`config.mk`:
```
export PLATFORM = sky130hd
export DESIGN_NAME = delay_aligner
export DESIGN_NICKNAME = d
export VERILOG_FILES = /design/src/rtl/delay_aligner.sv
export SDC_FILE = /design/constraint.sdc
export NUM_CORES = 1
export LEC_CHECK = 0
export ABC_AREA = 0
export CORE_MARGIN = 2
export CORE_UTILIZATION = 35
export DETAILED_ROUTE_END_ITERATION = 6
export PLACE_DENSITY_LB_ADDON = 0.15
export REMOVE_ABC_BUFFERS = 1
export SLEW_MARGIN = 15
export SYNTH_ARGS = -nofsm -noshare
export SYNTH_HDL_FRONTEND = slang
export SYNTH_SLANG_ARGS = --single-unit
export TNS_END_PERCENT = 10
```
`constraint.sdc`:
```
create_clock -name clk -period 5.45 [get_ports clk]
set_clock_uncertainty 0.05 [all_clocks]
set_input_delay 1.3625 -clock clk [delete_from_list [all_inputs] [get_ports clk]]
set_output_delay 1.3625 -clock clk [all_outputs]
set_load 0.02 [all_outputs]
```
`src/rtl/delay_aligner.sv`:
```
// delay_aligner: measures the latency of an external chain from a marker pulse
// (mark_in -> mark_out) and delays the side stream I by that latency so O stays
// sample-aligned with the chain output.
module delay_aligner #(
  parameter int WIDTH     = 16,
  parameter int MAX_DELAY = 64,
  parameter int DW        = $clog2(MAX_DELAY + 1)
) (
  input  logic             clk,
  input  logic             rst,
  input  logic             start,
  input  logic             mark_in,
  input  logic             mark_out,
  input  logic [WIDTH-1:0] I,
  output logic [WIDTH-1:0] O,
  output logic [DW-1:0]    delay,
  output logic             locked,
  output logic             timeout
);

  // Pointer width for the MAX_DELAY-entry circular line (at least one bit).
  localparam int AW = (MAX_DELAY > 1) ? $clog2(MAX_DELAY) : 1;
  // One extra bit so wr_ptr + MAX_DELAY - delay cannot overflow.
  localparam int SW = DW + 1;

  localparam logic [DW-1:0] MAX_CNT  = DW'(MAX_DELAY);
  localparam logic [AW-1:0] LAST_PTR = AW'(MAX_DELAY - 1);
  localparam logic [SW-1:0] DEPTH_S  = SW'(MAX_DELAY);

  typedef enum logic [1:0] {
    ST_IDLE    = 2'd0,
    ST_ARMED   = 2'd1,
    ST_MEASURE = 2'd2,
    ST_LOCKED  = 2'd3
  } state_t;

  state_t           state_r;
  state_t           state_nxt_s;
  logic [DW-1:0]    cnt_r;
  logic [DW-1:0]    cnt_nxt_s;
  logic [DW-1:0]    delay_r;
  logic [DW-1:0]    delay_nxt_s;
  logic             locked_r;
  logic             locked_nxt_s;
  logic             timeout_r;
  logic             timeout_nxt_s;

  logic [WIDTH-1:0] mem_r [MAX_DELAY];
  logic [AW-1:0]    wr_ptr_r;
  logic [SW-1:0]    rd_sum_s;
  logic [AW-1:0]    rd_ptr_s;

  // Delay-line storage: every sample is captured, even while in reset.
  always_ff @(posedge clk) begin
    mem_r[wr_ptr_r] <= I;
  end

  // Circular write pointer over MAX_DELAY entries.
  always_ff @(posedge clk) begin
    if (rst) begin
      wr_ptr_r <= {AW{1'b0}};
    end else if (wr_ptr_r == LAST_PTR) begin
      wr_ptr_r <= {AW{1'b0}};
    end else begin
      wr_ptr_r <= wr_ptr_r + AW'(1);
    end
  end

  // Read tap: the slot written `delay` cycles ago; delay == MAX_DELAY reads the
  // slot about to be overwritten this cycle, which still holds I(t-MAX_DELAY).
  always_comb begin
    rd_sum_s = SW'(wr_ptr_r) + DEPTH_S - SW'(delay_r);
    if (rd_sum_s >= DEPTH_S) begin
      rd_ptr_s = AW'(rd_sum_s - DEPTH_S);
    end else begin
      rd_ptr_s = AW'(rd_sum_s);
    end
  end

  // Zero delay bypasses the line so O follows I in the same cycle.
  assign O = (delay_r == {DW{1'b0}}) ? I : mem_r[rd_ptr_s];

  // FSM state and measurement registers.
  always_ff @(posedge clk) begin
    if (rst) begin
      state_r   <= ST_IDLE;
      cnt_r     <= {DW{1'b0}};
      delay_r   <= {DW{1'b0}};
      locked_r  <= 1'b0;
      timeout_r <= 1'b0;
    end else begin
      state_r   <= state_nxt_s;
      cnt_r     <= cnt_nxt_s;
      delay_r   <= delay_nxt_s;
      locked_r  <= locked_nxt_s;
      timeout_r <= timeout_nxt_s;
    end
  end

  // Next-state logic; start overrides any marker in the same cycle.
  always_comb begin
    state_nxt_s = state_r;
    if (start) begin
      state_nxt_s = ST_ARMED;
    end else begin
      case (state_r)
        ST_IDLE: begin
          state_nxt_s = ST_IDLE;
        end
        ST_ARMED: begin
          if (mark_in && mark_out) begin
            state_nxt_s = ST_LOCKED;
          end else if (mark_in) begin
            state_nxt_s = ST_MEASURE;
          end else begin
            state_nxt_s = ST_ARMED;
          end
        end
        ST_MEASURE: begin
          if (mark_out) begin
            state_nxt_s = ST_LOCKED;
          end else if (cnt_r == MAX_CNT) begin
            state_nxt_s = ST_IDLE;
          end else begin
            state_nxt_s = ST_MEASURE;
          end
        end
        ST_LOCKED: begin
          state_nxt_s = ST_LOCKED;
        end
        default: begin
          state_nxt_s = ST_IDLE;
        end
      endcase
    end
  end

  // Counter, delay and status updates; delay only changes on a completed lock.
  always_comb begin
    cnt_nxt_s     = cnt_r;
    delay_nxt_s   = delay_r;
    locked_nxt_s  = locked_r;
    timeout_nxt_s = timeout_r;
    if (start) begin
      cnt_nxt_s     = {DW{1'b0}};
      locked_nxt_s  = 1'b0;
      timeout_nxt_s = 1'b0;
    end else begin
      case (state_r)
        ST_ARMED: begin
          if (mark_in && mark_out) begin
            delay_nxt_s  = {DW{1'b0}};
            locked_nxt_s = 1'b1;
          end else if (mark_in) begin
            cnt_nxt_s = DW'(1);
          end else begin
            cnt_nxt_s = cnt_r;
          end
        end
        ST_MEASURE: begin
          if (mark_out) begin
            delay_nxt_s  = cnt_r;
            locked_nxt_s = 1'b1;
          end else if (cnt_r == MAX_CNT) begin
            timeout_nxt_s = 1'b1;
          end else begin
            cnt_nxt_s = cnt_r + DW'(1);
          end
        end
        ST_IDLE, ST_LOCKED: begin
          cnt_nxt_s = cnt_r;
        end
        default: begin
          cnt_nxt_s     = {DW{1'b0}};
          delay_nxt_s   = {DW{1'b0}};
          locked_nxt_s  = 1'b0;
          timeout_nxt_s = 1'b0;
        end
      endcase
    end
  end

  assign delay   = delay_r;
  assign locked  = locked_r;
  assign timeout = timeout_r;

endmodule
```
# [Yosys cells after proc, flatten, opt, wreduce, memory -nomap -nowiden]
# Memories as Yosys holds them, arrays and structs flattened.
# Index checks and enable logic that the tools add are counted.
[word_totals] ff_bits=24 mem_bits_rw=1024 output_inout_bits=25 wordCells=58 mem_count=1
[mem_list] memory="mem_r" words=64 width=16 read_ports=1 rd_clocked_by_memory_dff=0 wr=1 line_no="48" rtl="logic [WIDTH-1:0] mem_r [MAX_DELAY];"
[classes] n_addsub=5 magnitude_cmp=1 eq_ne=11 n_mux=19 bitwise_logic=3 reduce_logical=11
[op_table] operator="$mux W7" count=6
[op_table] operator="$pmux W7 S2" count=2
[op_table] operator="$mux W16" count=1
[op_table] operator="$ne A2 B2 Y1 const B" count=6
[op_table] operator="$add A6 B7 Y8 const B" count=1
[op_table] operator="$ge A8 B7 Y1 const B" count=1
[op_table] operator="$mux W2" count=4
[op_table] operator="$pmux W2 S4" count=1
[op_table] operator="$sub A8 B7 Y8" count=1
[op_table] operator="$add A7 B1 Y7 const B" count=1
[op_table] operator="$eq A7 B7 Y1 const B" count=1
[op_table] operator="$logic_not A7 Y1" count=1
[op_table] operator="$add A6 B1 Y6 const B" count=1
[op_table] operator="$eq A6 B6 Y1 const B" count=1
[op_table] operator="$mux W6" count=1
[op_table] operator="$reduce_and A3 Y1" count=2
[op_table] operator="$reduce_or A2 Y1" count=3
[op_table] operator="$sub A6 B1 Y6 const B" count=1
[op_table] operator="$reduce_and A5 Y1" count=1
[op_table] operator="$eq A2 B2 Y1 const B" count=2
[op_table] operator="$reduce_and A4 Y1" count=1
[op_table] operator="$mux W1" count=3
[op_table] operator="$not A1 Y1" count=3
[op_table] operator="$eq A2 B1 Y1 const B" count=1
[op_table] operator="other kinds (4)" count=4

# [Logic depth before layout (Yosys ltp)]
# Gate-level depths: netlist (run 1).
# An unclocked memory read counts as a cell.
[depth] depth_word=6 ltp_mapped=12 depth_no_buf=10

# [Worst setup path before layout (run 1)]
# No wires, ideal clock.
[synth_path] path_type="reg-to-output" startpoint="reg wr_ptr_r[0]" endpoint="out O[15]" arrival_ns=2.854 slack_ns=1.184 stages_incl_launch_ff=13 path_buffers=4 cell_sequence="dfxtp_1 inv_1 ha_1 fa_1 buf_4 buf_4 buf_2 clkbuf_1 mux4_2 nand2_1 nand4_1 nand4_1 nand3_1"
[synth_via] elab_chain_cells=6 elab_cells_between_ends=7 cone_classes="add/sub: 3; order compare: 1; mux: 2; memory: 1"
[synth_rtl] element="from (decl)" line_no="49" rtl="logic [AW-1:0] wr_ptr_r;"
[synth_rtl] element="from (signal assigned)" line_no="61" rtl="wr_ptr_r <= {AW{1'b0}};"
[synth_rtl] element="from (signal assigned)" line_no="63" rtl="wr_ptr_r <= {AW{1'b0}};"
[synth_rtl] element="from (signal assigned)" line_no="65" rtl="wr_ptr_r <= wr_ptr_r + AW'(1);"
[synth_rtl] element="$add A6 B7 Y8 (*)" line_no="72" rtl="rd_sum_s = SW'(wr_ptr_r) + DEPTH_S - SW'(delay_r);"
[synth_rtl] element="$sub A8 B7 Y8 (*)" line_no="72"
[synth_rtl] element="$ge A8 B7 Y1 / $sub A6 B1 Y6 (equally long branches)" line_no="73, 74"
[synth_rtl] element="$mux W6 (*)" line_no="73" rtl="if (rd_sum_s >= DEPTH_S) begin"
[synth_rtl] element="$mem_v2 Z64 W16 (*)"
[synth_rtl] element="$mux W16 (*)" line_no="81" rtl="assign O = (delay_r == {DW{1'b0}}) ? I : mem_r[rd_ptr_s];"
[synth_rtl] element="to (decl)" line_no="15" rtl="output logic [WIDTH-1:0] O,"
# Mark *: on every way between the ends. The rest lies on a longest branch, timed or not.

# [Final worst setup path (run 1)]
[layout_path] startpoint="reg wr_ptr_r[0]" endpoint="out O[0]"
# Same word-level chain as after synthesis.

==> flow_metrics.tcl, run 1 <==
set metrics [dict create \
    grt_overflow 0 \
    setup_ws_ns 0.0365 \
    outcome "finished clean" \
    dp.cells 3659 \
    vias_per_cell 5.32 \
    hold_depth 1 \
    first_pass_iters 5 \
    ys.warnings.count 0 \
    worst-slew-pin-transition_ns 0.856 \
    hp-class "flop to flop" \
    syn-cell-area_mm2 0.0411 \
    top_layer_used "met4" \
    rrSetupSlack_ns 3.17 \
    crit_top_cell "buf_4" \
    peakVddDrop_uv 295 \
    hpwl_um 65300 \
    cts_tree "yes" \
    cts_htree_levels 3 \
    route.met2.wl_um 52200 \
    drive_gt1_share_pct 29.7 \
    finalCritPeriodShare_pct 99.3 \
    grt_max_degree 69 \
    synth-edff-count 1024 \
    worstSetupStartpointType "flop" \
    numCtsBuffers 111 \
    maxCapViolCount 0 \
    die_w_um 347 \
    syn2layout_area_growth_pct 19.1 \
    r2r-start "wr_ptr_r[2]" \
    grt_use_total_pct 18.5 \
    slowest_delay_ns 0.91 \
    ys_types 52 \
    num_io_pins 46 \
    met1_length_um 49600 \
    crit_chain "inv_4 > ha_4 > fa_4 > buf_4 > buf_16 > mux4_2 > nand2_1 > and3_1 > a311oi_1 > o21ai_2 > nand3_2 > buf_4" \
    grt_pass1_wl_um 159000 \
    rsz0062_at_grt "true" \
    synth-seq-cells 1048 \
    cts-root-buf "clkbuf_16" \
    regToRegEndpoint "mem_r[39][12]" \
    std_cell_rows 125 \
    avgSynthCellArea_um2 20.2 \
    wl_per_cell_um 28.3 \
    synth_cells 2037 \
    dieArea_mm2 0.120 \
    slew_viol_final 0 \
    initial_core_util_pct 35.4 \
    hold_buffers 0 \
    hold_path.startpoint "locked" \
    rr_worst_depth 3 \
    drt_iter0_drc 2005 \
    first_global_vias 21721 \
    core-area_mm2 0.116 \
    slew_headroom_pct 42.9 \
    synthArstFlopShare_pct 0 \
    drt_wl_total_um 111000 \
    cp-end-kind "output pin" \
    dr_wl_met3_um 6660 \
    gp_congestion 0.775 \
    cp_max_fo 17 \
    place_ws_ns -0.138 \
    antenna_found_initial 5 \
    setup_viol 0 \
    fp.dieH_um 347 \
    fmax_ghz 0.185 \
    dr_total_vias 20838 \
    worstPathRequired_ns 4.04 \
    worst_ep_arrival_time_ns 4.00 \
    fin_crit_ns 5.41 \
    ys.flop_type "edfxtp_1" \
    instances_no_fill 3917 \
    ant_nets 0 \
    powerDensity_mw_per_mm2 364 \
    leakage_nw 16.2 \
    path_class "flop to output pin" \
    drc 0 \
    cts.path.max_buffers 3 \
    clkSlewWorstSetupHoldPaths_ns 0.06 \
    clk_latency_ns 0.68 \
    portBuffers 45 \
    finalPower_mw 17.8 \
    cts.sinks 1048 \
    layout.nets 2330 \
    whs_endpoint "locked" \
    hold_viol_final 0 \
    yosysSeqAreaShare_pct 75.9 \
    cpMaxStageDelayCell "fa_4" \
    tns_ns 0 \
]
-- power breakdown --
group          switching [mW]  leakage (nW)  total (mW)  internal [mW]
Sequential             0.0128          9.42        8.91           8.89
Clock                    3.09          1.80        7.57           4.47
Combinational           0.788          5.00        1.37          0.585
Total                    3.89          16.2        17.8           14.0
-- how the worst max path moves through the flow --
stage                     slack (ns)    end   startpoint  depth (start not counted)
after floorplan                -8.06   O[9]  wr_ptr_r[0]                          8
after global placement         -0.16   O[0]  wr_ptr_r[0]                         13
after detailed placement       -0.14   O[0]  wr_ptr_r[1]                         12
after CTS                     -0.005  O[15]  wr_ptr_r[0]                         11
after global routing           -0.10  O[12]  wr_ptr_r[0]                         14
final                           0.04   O[0]  wr_ptr_r[0]                         12
-- cells by family after synthesis --
family	count (synthesis)	share of synthesized area, %
compound gates	100	1.61
xor+xnor	16	0.377
fa+ha+maj	13	0.414
buf+inv	127	1.79
flops	1048	75.9
mux	296	15.2
simple gates	437	4.66
-- layout make-up --
type	instances	area, um2
Clock inverter	71	664
Timing Repair Buffer	257	2530
Fill cell	10262	67400
Antenna cell	2	5.00
Multi-Input combinational cell	863	9580
Tap cell	1524	1910
Clock buffer	137	3010
Sequential cell	1048	31200
Inverter	15	58.8
-- timing repair --
action                                  4_1_cts  5_1_grt
pin swaps                                    14       13
gates resized for setup                      94       26
hold endpoints to repair                      0        0
setup buffers                                34        6
cloned                                        7        2
endpoints found under the setup margin       16       16
-- metal layers --
layer	GRT usage [%]	vias up
met4	5.08	0
li1	-	8878
met3	3.53	130
met1	26.3	11238
met2	29.1	592
met5	0	-
-- cells in the mapped netlist, types with 12 or more instances --
cell	instances	area share, %
o22ai_1	15	0.23
nand3_1	79	0.96
mux4_2	235	13
a311oi_1	22	0.47
nand4_1	13	0.20
dfxtp_1	24	1.2
and3_1	22	0.33
o21ai_0	14	0.17
nand2_1	202	1.8
nor2_1	90	0.82
buf_2	38	0.46
mux4_1	22	1.4
ha_1	12	0.36
a21oi_1	31	0.38
mux2i_1	39	0.95
inv_1	15	0.14
clkbuf_1	38	0.35
buf_4	17	0.31
edfxtp_1	1024	75
-- worst max-delay path, delay by kind of cell (launching register included) --
kind | cells | cell delay [ns]
buffers and inverters | 4 | 0.64
AOI/OAI and AO/OA | 2 | 0.37
adders and majority gates | 2 | 1.07
muxes | 1 | 0.33
and+or+nand+nor | 3 | 0.57
DFF | 1 | 0.35
-- stage by stage --
step / util (%) / hold slack [ns] / instance area (um2)
finish: 42.1 / 0.428 / 49000
global route: 42.1 / 0.467 / 49000
CTS: 41.9 / 0.439 / 48800
detailed placement: 38.0 / 0.415 / 44200
global placement: 38.0 / 0.417 / 44200
floorplan: - / 0.407 / 40500
-- cell usage in the layout, fill, tap and decap left out, types with 7 or more instances in the layout --
master / Yosys / routed
clkinv_1: 0 / 28
and3_1: 22 / 13
mux4_1: 22 / 16
nand2_1: 202 / 200
buf_6: 7 / 8
inv_1: 15 / 14
dfxtp_1: 24 / 22
clkbuf_1: 38 / 18
bufinv_16: 0 / 12
buf_2: 38 / 16
buf_12: 6 / 24
clkdlybuf4s50_1: 0 / 13
ha_1: 12 / 10
a21oi_1: 31 / 28
buf_16: 0 / 7
a311oi_1: 22 / 13
nor2_1: 90 / 90
nand4_1: 13 / 13
buf_4: 17 / 181
mux2i_1: 39 / 36
nand3_1: 79 / 69
clkinv_2: 0 / 21
mux4_2: 235 / 241
nand3_2: 0 / 9
or3_1: 8 / 8
clkbuf_16: 0 / 118
edfxtp_1: 1024 / 1024
o22ai_1: 15 / 13
-- sequential cells by signal, summed over array words and instances, names as in the netlist --
register	count
delay	7
wr_ptr_r	6
locked	1
state_r	2
mem_r	1024
cnt_r	7
timeout	1
Note: power is estimated with default switching activity, not from simulation.
==> inputs of run 2 (changes only) <==
--- a/config.mk
+++ b/config.mk
@@ -8,6 +8,8 @@
 export ABC_AREA = 0
 export CORE_MARGIN = 2
 export CORE_UTILIZATION = 35
+export CTS_BUF_LIST = sky130_fd_sc_hd__clkbuf_16
+export CTS_CLUSTER_DIAMETER = 50
 export DETAILED_ROUTE_END_ITERATION = 6
 export PLACE_DENSITY_LB_ADDON = 0.15
 export REMOVE_ABC_BUFFERS = 1
==> run 2 against run 1 <==
Compared with the run above: die area unchanged; power up 2.6%; via count up 0.48%; largest cell class unchanged.
==> flow_metrics.tcl, run 2 (synthesis gave the netlist of run 1 again) <==
set metrics [dict create \
    outcome "finished clean" \
    worst-slew-pin-transition_ns 0.861 \
    fillers 10206 \
    hp-class "flop to flop" \
    grt_pass1_wl_um 159000 \
    grt_overflow 0 \
    finalPower_mw 18.3 \
    fin_crit_ns 5.41 \
    cts_tree "yes" \
    maxCapViolCount 0 \
    p_sw_mw 4.03 \
    cpMaxStageDelayCell "fa_4" \
    slew_headroom_pct 42.6 \
    dieArea_mm2 0.120 \
    sw_frac_of_total_pct 22.0 \
    cts_htree_levels 3 \
    cp_max_fo 8 \
    p_clk_share_pct 43.8 \
    antenna_found_initial 4 \
    largest_reg_flops 1024 \
    hpwl_um 65300 \
    drc 0 \
    grt_use_total_pct 18.5 \
    setup_viol 0 \
    grt_max_degree 69 \
    clk_latency_ns 0.69 \
    path_class "flop to output pin" \
    std_cell_rows 125 \
    first_global_vias 21657 \
    layout.nets 2344 \
    worstSetupStartpointType "flop" \
    final_common_cell "edfxtp_1" \
    dr_total_vias 20937 \
    final_util_pct 42.4 \
    syn2layout_area_growth_pct 20.0 \
    powerDensity_mw_per_mm2 371 \
    fmax_ghz 0.185 \
    wl_per_cell_um 28.3 \
    numCtsBuffers 118 \
    hold_buffers 0 \
    vias_per_cell 5.32 \
    fp.dieH_um 347 \
    rrSetupSlack_ns 3.29 \
    worstPathRequired_ns 4.04 \
    top_register "mem_r" \
    place_area_mm2 0.0442 \
    cts.path.max_buffers 3 \
    gp_congestion 0.775 \
    rsz0062_at_grt "true" \
    stdcell_area_mm2 0.0494 \
    slew_viol_final 0 \
    hold_viol_final 0 \
    cts-root-buf "clkbuf_16" \
    worst_ep_arrival_time_ns 4.00 \
    r2r-start "wr_ptr_r[1]" \
    p_seq_share_pct 48.7 \
    ant_nets 0 \
    peakVddDrop_uv 275 \
    finalCritPeriodShare_pct 99.4 \
    power_frac_comb_pct 7.6 \
    p_int_mw 14.3 \
    crit_top_cell "buf_4" \
    core-area_mm2 0.116 \
    drt_iter0_drc 1926 \
    drt_wl_total_um 112000 \
    timing.hold.ws_ns 0.427 \
    crit_chain "inv_4 > ha_4 > fa_4 > buf_16 > buf_12 > buf_4 > mux4_2 > nand2_1 > and3_1 > a311oi_1 > o21ai_0 > buf_4 > nand3_2 > buf_4" \
    portBuffers 45 \
    num_io_pins 46 \
    cp-end-kind "output pin" \
    slowest_delay_ns 0.91 \
    drive_gt1_share_pct 30.1 \
    die_w_um 347 \
    hold_path.startpoint "locked" \
    first_pass_iters 5 \
    leakage_nw 16.5 \
    initial_core_util_pct 35.4 \
    critPathLaunch "wr_ptr_r[0]" \
    clkSlewWorstSetupHoldPaths_ns 0.06 \
    cts.sinks 1048 \
    final_cell_mix "1,024 x edfxtp_1, 239 x mux4_2, 200 x nand2_1, 188 x buf_4, 122 x clkbuf_16" \
]
[run 2: cell count changes in the layout (fill, tap and decap cells not counted), sizes merged]
| cell | before | now |
|---|---|---|
| bufinv | 12 | 17 |
| clkinvlp | 3 | 10 |
| clkinv | 54 | 42 |
| inv | 17 | 45 |
| clkbuf | 140 | 123 |
| buf | 237 | 244 |
[run 2: path summary, 6_finish.rpt]
kind,endpoint,cells past startpoint
worst max-delay path,O[8],14
worst min-delay path,locked,1
worst max register to register,mem_r[34][10],4
worst min register to register,locked,1
[run 2: area by class of cell]
type | count | area (um2) | area share (%)
repair buffers | 264 | 2580 | 5.23
multi-input cells | 863 | 9610 | 19.5
diodes | 2 | 5.00 | 0.0101
flip-flops and latches | 1048 | 31200 | 63.3
clock buffers | 120 | 3000 | 6.08
clock inverters | 99 | 961 | 1.95
well taps | 1524 | 1910 | 3.86
inverters | 15 | 58.8 | 0.119
[run 2: worst max-delay path: cells and delay by family, from the launching register on]
family,cells,cell delay (ns)
DFF,1,0.35
and+or+nand+nor,3,0.33
adders and majority gates,2,1.07
buffers and inverters,6,0.80
muxes,1,0.16
AOI/OAI and AO/OA,2,0.62
[run 2: timing repair]
item / CTS / global route
endpoints found under the setup margin: 16 / 16
hold endpoints to repair: 0 / 0
buffers inserted: 33 / 14
cloned: 7 / 2
pin swaps: 14 / 12
resized for setup: 93 / 26
[run 2: metal layers]
| metal | routed length [um] | GRT usage (%) |
|---|---|---|
| met4 | 3060 | 5.32 |
| met2 | 52000 | 29.0 |
| met3 | 7060 | 3.80 |
| met5 | 0 | 0 |
| met1 | 49400 | 26.1 |
[run 2: power groups by stage]
stage	Sequential [mW]	Combinational, mW	Clock [mW]
3_3_place_gp	9.07	1.20	0
4_1_cts	8.91	1.36	8.19
6_report	8.91	1.38	8.02
2_1_floorplan	9.07	0.888	0
3_5_place_dp	9.08	1.21	0
5_1_grt	8.91	1.47	8.50
[run 2: through the flow]
step	worst slack, ns	setup TNS, ns	std cells
6_report	0.0351	0	3935
5_1_grt	-0.120	-0.516	3933
4_1_cts	-0.00320	-0.00383	3917
3_5_place_dp	-0.138	-0.270	3659
3_3_place_gp	-0.156	-0.216	3659
2_1_floorplan	-8.06	-122.25	1925
